`config.mk`:
```
export PLATFORM = sky130hd
export DESIGN_NAME = mem_addr_seq
export DESIGN_NICKNAME = d
export VERILOG_FILES = /design/src/rtl/mem_addr_pkg.sv /design/src/rtl/exc_vec_fsm.sv /design/src/rtl/mem_addr_seq.sv
export SDC_FILE = /design/constraint.sdc
export NUM_CORES = 1
export LEC_CHECK = 0
export ABC_AREA = 1
export CORE_MARGIN = 4
export CORE_UTILIZATION = 30
export DETAILED_ROUTE_END_ITERATION = 6
export GPL_TIMING_DRIVEN = 0
export PLACE_DENSITY = 0.87
export SETUP_SLACK_MARGIN = 0.4
export SYNTH_ARGS = -nofsm -noshare
export SYNTH_HDL_FRONTEND = slang
export SYNTH_SLANG_ARGS = --single-unit
```
`constraint.sdc`:
```
create_clock -name clk -period 3.65 [get_ports clk]
set_input_delay 0.365 -clock clk [delete_from_list [all_inputs] [get_ports clk]]
set_output_delay 0.365 -clock clk [all_outputs]
set_load 0.02 [all_outputs]
```
`src/rtl/mem_addr_pkg.sv`:
```
// Shared types and constants for the memory-address sequencer: FSM states,
// exception cause indices, default vector base and the cause priority encoder.
package mem_addr_pkg;

  typedef enum logic [2:0] {
    IDLE = 3'd0,
    VEC  = 3'd1,
    WAIT = 3'd2,
    CAP  = 3'd3,
    DONE = 3'd4
  } state_e;

  localparam logic [1:0] CAUSE_NO_OPCODE = 2'd0;
  localparam logic [1:0] CAUSE_OVERFLOW  = 2'd1;
  localparam logic [1:0] CAUSE_DIV0      = 2'd2;

  localparam int VEC_BASE_DEFAULT = 253;

  // Wait counter only ever holds MEM_LAT-1, and MEM_LAT is at most 7.
  localparam int CNT_W = 3;

  // Lowest set request bit wins: no_opcode > overflow > div0.
  function automatic logic [1:0] exc_cause_of(input logic [2:0] req);
    logic [1:0] cause;
    if (req[0])      cause = CAUSE_NO_OPCODE;
    else if (req[1]) cause = CAUSE_OVERFLOW;
    else             cause = CAUSE_DIV0;
    return cause;
  endfunction

endpackage

```
`src/rtl/exc_vec_fsm.sv`:
```
// Exception-vector sequencer: latches the cause, drives the vector address,
// waits out the memory read latency and captures the handler byte.
module exc_vec_fsm
  import mem_addr_pkg::*;
#(
  parameter int ADDR_W   = 32,
  parameter int MEM_LAT  = 1,
  parameter int VEC_BASE = VEC_BASE_DEFAULT
) (
  input  logic              clk_i,
  input  logic              rst_i,
  input  logic [2:0]        exc_req_i,
  input  logic [7:0]        mem_rdata_i,
  output logic              idle_o,
  output logic              exc_busy_o,
  output logic              exc_done_o,
  output logic [1:0]        exc_cause_o,
  output logic [ADDR_W-1:0] handler_pc_o,
  output logic [ADDR_W-1:0] vec_addr_o
);

  localparam logic [CNT_W-1:0]  CNT_LOAD   = CNT_W'(MEM_LAT - 1);
  localparam logic [ADDR_W-1:0] VEC_BASE_W = ADDR_W'(VEC_BASE);

  state_e            state_q, state_d;
  logic [CNT_W-1:0]  cnt_q, cnt_d;
  logic [1:0]        cause_q, cause_d;
  logic [ADDR_W-1:0] hpc_q, hpc_d;

  always_ff @(posedge clk_i) begin
    if (rst_i) begin
      state_q <= IDLE;
      cnt_q   <= '0;
      cause_q <= '0;
      hpc_q   <= '0;
    end else begin
      state_q <= state_d;
      cnt_q   <= cnt_d;
      cause_q <= cause_d;
      hpc_q   <= hpc_d;
    end
  end

  always_comb begin
    state_d = state_q;
    cnt_d   = cnt_q;
    cause_d = cause_q;
    hpc_d   = hpc_q;
    case (state_q)
      IDLE: begin
        if (|exc_req_i) begin
          cause_d = exc_cause_of(exc_req_i);
          state_d = VEC;
        end
      end
      VEC: begin
        cnt_d   = CNT_LOAD;
        state_d = WAIT;
      end
      WAIT: begin
        if (cnt_q == '0) state_d = CAP;
        else             cnt_d   = cnt_q - 1'b1;
      end
      CAP: begin
        hpc_d   = {{(ADDR_W-8){1'b0}}, mem_rdata_i};
        state_d = DONE;
      end
      DONE:    state_d = IDLE;
      default: state_d = IDLE;
    endcase
  end

  // Requests arriving outside IDLE are dropped by construction: only IDLE looks at exc_req_i.
  assign idle_o       = (state_q == IDLE);
  assign exc_busy_o   = (state_q == VEC) || (state_q == WAIT) || (state_q == CAP);
  assign exc_done_o   = (state_q == DONE);
  assign exc_cause_o  = cause_q;
  assign handler_pc_o = hpc_q;
  assign vec_addr_o   = VEC_BASE_W + {{(ADDR_W-2){1'b0}}, cause_q};

endmodule

```
`src/rtl/mem_addr_seq.sv`:
```
// Memory-address select with exception-vector sequencing. Optional PC alignment
// flag is built only when MEM_ADDR_ALIGN_CHECK_EN is defined.
module mem_addr_seq
  import mem_addr_pkg::*;
#(
  parameter int ADDR_W   = 32,
  parameter int N_SRC    = 4,
  parameter int SEL_W    = 2,
  parameter int MEM_LAT  = 1,
  parameter int VEC_BASE = VEC_BASE_DEFAULT
) (
  input  logic                    clk,
  input  logic                    reset,
  input  logic [SEL_W-1:0]        addr_sel,
  input  logic [N_SRC*ADDR_W-1:0] src_addr,
  input  logic [2:0]              exc_req,
  input  logic [7:0]              mem_rdata,
  output logic [ADDR_W-1:0]       mem_addr,
  output logic                    exc_busy,
  output logic                    exc_done,
  output logic [1:0]              exc_cause,
  output logic [ADDR_W-1:0]       handler_pc
`ifdef MEM_ADDR_ALIGN_CHECK_EN
  ,
  output logic                    align_fault
`endif
);

  logic              idle;
  logic [ADDR_W-1:0] vec_addr;
  logic [ADDR_W-1:0] src_sel;

  exc_vec_fsm #(
    .ADDR_W  (ADDR_W),
    .MEM_LAT (MEM_LAT),
    .VEC_BASE(VEC_BASE)
  ) u_exc_vec_fsm (
    .clk_i       (clk),
    .rst_i       (reset),
    .exc_req_i   (exc_req),
    .mem_rdata_i (mem_rdata),
    .idle_o      (idle),
    .exc_busy_o  (exc_busy),
    .exc_done_o  (exc_done),
    .exc_cause_o (exc_cause),
    .handler_pc_o(handler_pc),
    .vec_addr_o  (vec_addr)
  );

  // Out-of-range selects read as address 0 rather than an undefined slice.
  always_comb begin
    src_sel = '0;
    for (int i = 0; i < N_SRC; i++) begin
      if (addr_sel == SEL_W'(i)) src_sel = src_addr[i*ADDR_W +: ADDR_W];
    end
  end

  assign mem_addr = idle ? src_sel : vec_addr;

`ifdef MEM_ADDR_ALIGN_CHECK_EN
  logic align_fault_q, align_fault_d;

  // Informational only: the misaligned PC still reaches mem_addr.
  assign align_fault_d = idle && (addr_sel == '0) && (src_sel[1:0] != 2'b00);

  always_ff @(posedge clk) begin
    if (reset) align_fault_q <= 1'b0;
    else       align_fault_q <= align_fault_d;
  end

  assign align_fault = align_fault_q;
`endif

endmodule

```
==> key figures <==
Outcome
  – Run status: finished, final reports clean

Synth
  – Dominant cells by area after synthesis: nand2_1 (21%), nor2_1 (16%), dfxtp_1 (15%)
  – Seq cells post-synth: 16
  – Synth warn: 0
  – Synth unique cells: 24
  – Mean area per synthesized cell: 5.187 sq um
  – Area leader, netlist: nand2_1
  – Sequential share of the synthesized area: 0.1477
  – Top cell type's share of synthesized area: 0.2112
  – Synthesized area: 2168 sq um
  – Mapped Cells: 418

STA
  – Final setup fails: 0
  – Crit path time final: 2.714 ns
  – Fin. Hold Viols: 0
  – RSZ-0062 raised after global routing: false
  – Post-route clock skew: 0.003736 ns
  – Post-route setup slack: 0.9357 ns
  – Pins Over Slew Limit: 0
  – Total negative setup slack: 0 ns
  – Final period utilization: 0.7436
  – Fmax: 0.3684 GHz

Global route
  – Initial antenna violation count: 0
  – Vias in the first global route: 2992
  – Largest net degree at the start of global routing: 11
  – Tot GR Track Use: 0.2057
  – Met1 Usage GRT: 0.2155
  – Met2 Track Usage GR: 0.4043
  – GRT busiest layer: met2
  – First-pass GRT wire length: 14.32 mm
  – Remaining Overflow, GRT: 0
  – Met3 Use GR: 0.04183

Clock tree
  – Clock transition at path regs: 0.06 ns
  – Number of gates given a new drive strength after cts: 0
  – CTS tree: built
  – Clk sinks: 16
  – H-tree depth: 1
  – Latest clock arrival within the worst-skew pair: 0.25 ns
  – CTS Hold Bufs: 0
  – Clock tree buffer depth: 2
  – Root Buffer: clkbuf_8
  – Total CTS buffers: 3
  – Post-CTS Repair Setup Buffers: 0

Worst setup path
  – CP required: 3.28 ns
  – Critical path fanouts, max: 10
  – FF-to-FF End: u_exc_vec_fsm.cnt_q[1]
  – Flop-to-flop setup slack: 2.28 ns
  – Worst Path Class, Setup: in -> out
  – Reg2reg start: u_exc_vec_fsm.cnt_q[0]
  – CP arrival: 2.35 ns
  – Startpoint types: input port
  – Reg2reg path depth: 9
  – Worst Setup End Kind: output pin

Power and ir drop
  – Comb power frac: 0.685
  – Clock Power Share: 0.135
  – PD cells: 268.0 nW/um^2
  – Lkg Pwr: 2.055 nW
  – Switching fraction of total power: 0.4075
  – Sw power: 468.8 uW
  – Worst VDD drop: 0.2275 mV
  – Internal Power: 681.5 uW
  – Reg power frac: 0.180

Placement
  – Gpl congestion: 0.8192
  – Dpl hpwl: 8.162 mm
  – Port Buffer Count: 186
  – Place WS: 0.9218 ns

Die
  – Chip width: 93.02 um
  – Core ar.: 6907 sq um
  – DIE AREA: 8652 sq um
  – Ports: 211
  – Row count: 30
  – Chip height: 93.02 um
  – Initial Util: 0.3139

Min path
  – Min-delay src: u_exc_vec_fsm.handler_pc_o[2]
  – Hold crit path type: reg -> reg
  – Hold path cells: 2
  – Hold EP: u_exc_vec_fsm.handler_pc_o[2]

Cells and area
  – Commonest non-fill, non-tap cell in the layout: clkdlybuf4s50_1
  – Fill count: 658
  – Final nets: 778
  – Share of cells above drive strength 1: 0.08875
  – Area Overhead vs Synth: 97.92%
  – Most frequent cells in the layout: clkdlybuf4s50_1 (186), nand2_1 (122), nor2_1 (90)
  – Antenna diodes: 0

Detailed routing
  – Pre-Repair DR Iteration Count: 4
  – Drt via density: 4.387
  – Via count: 3189
  – DRT Wirelength: 9.688 mm
  – Antenna-violating nets left: 0
  – DR iter-0 viols: 96
  – DRC viols: 0
  – WL per Instance: 13.33 um

Run
  – Max-Cap Viols: 0
-- cells in the mapped netlist (all sizes together) --
cell type and count:
ha 3, o211ai 1, clkbuf 3, a21oi 17
inv 56, nand2 125, nand3 35, dfxtp 16
conb 1, nor2 94, o21ai 28, buf 38
nand4 1
-- cell families (layout without fill, tap and decap cells) --
group,Yosys count,in the layout,synth area share
AOI/OAI and AO/OA,46,46,0.1073
adders and majority gates,3,3,0.01731
buffers and inverters,97,287,0.2418
DFF,16,16,0.1477
other,1,24,0.001729
and+or+nand+nor,255,255,0.4841
-- area by class of cell --
type,count,area [sq um],share of cell area
clock buffers,4,55.05,0.01283
flip-flops and latches,16,320.3,0.07464
well taps,96,120.1,0.02799
repair buffers,186,1862,0.4338
inverters,56,212.7,0.04956
multi-input cells,328,1410,0.3286
plain buffers,41,311.5,0.07259
-- metal layers --
metal  up-vias  wire length, um
met5         -                0
met4         0              206
met3        21              793
met2       156             5041
met1      1360             3648
li1       1652                -
-- stage by stage --
step	instance area, sq um	std cells	total power [mW]	hold slack (ns)	util
final	4292	727	1.150	0.4849	0.6214
after global routing	4292	727	1.230	0.5105	0.6214
after CTS	4292	727	1.157	0.4896	0.6214
after detailed placement	4237	723	0.9955	0.4748	0.6134
after global placement	4237	723	0.9824	0.4608	0.6134
after floorplan	2255	441	0.6086	0.4341	-
-- worst max-delay path by stage --
stage,start,end,slack (ns),cells after the start
global placement,addr_sel[0],mem_addr[30],0.94,9
floorplan,addr_sel[1],mem_addr[25],2.06,7
detailed placement,addr_sel[0],mem_addr[30],0.92,9
global route,addr_sel[0],mem_addr[10],0.79,9
CTS,addr_sel[0],mem_addr[30],0.92,9
finish,addr_sel[0],mem_addr[6],0.94,9
-- power by group through the flow --
stage | logic [mW] | registers [mW] | clock network, mW
after floorplan | 0.389 | 0.219 | 0
after global placement | 0.773 | 0.209 | 0
after detailed placement | 0.785 | 0.211 | 0
after CTS | 0.789 | 0.207 | 0.161
after global routing | 0.852 | 0.210 | 0.169
final | 0.788 | 0.207 | 0.156
-- flip-flops by register name, indices dropped and copies added (netlist names) --
signal and cells:
u_exc_vec_fsm.state_q 3, u_exc_vec_fsm.cnt_q 3, u_exc_vec_fsm.exc_cause_o 2, u_exc_vec_fsm.handler_pc_o 8
-- critical path, cell delays in order --
cell             delay, ns
clkdlybuf4s50_1       0.55
inv_2                 0.10
nor2_4                0.20
buf_2                 0.27
nand2_1               0.07
nand3_1               0.07
nand2_1               0.05
nand2_1               0.06
clkdlybuf4s50_1       0.61
(Power assumes the default switching activity.)
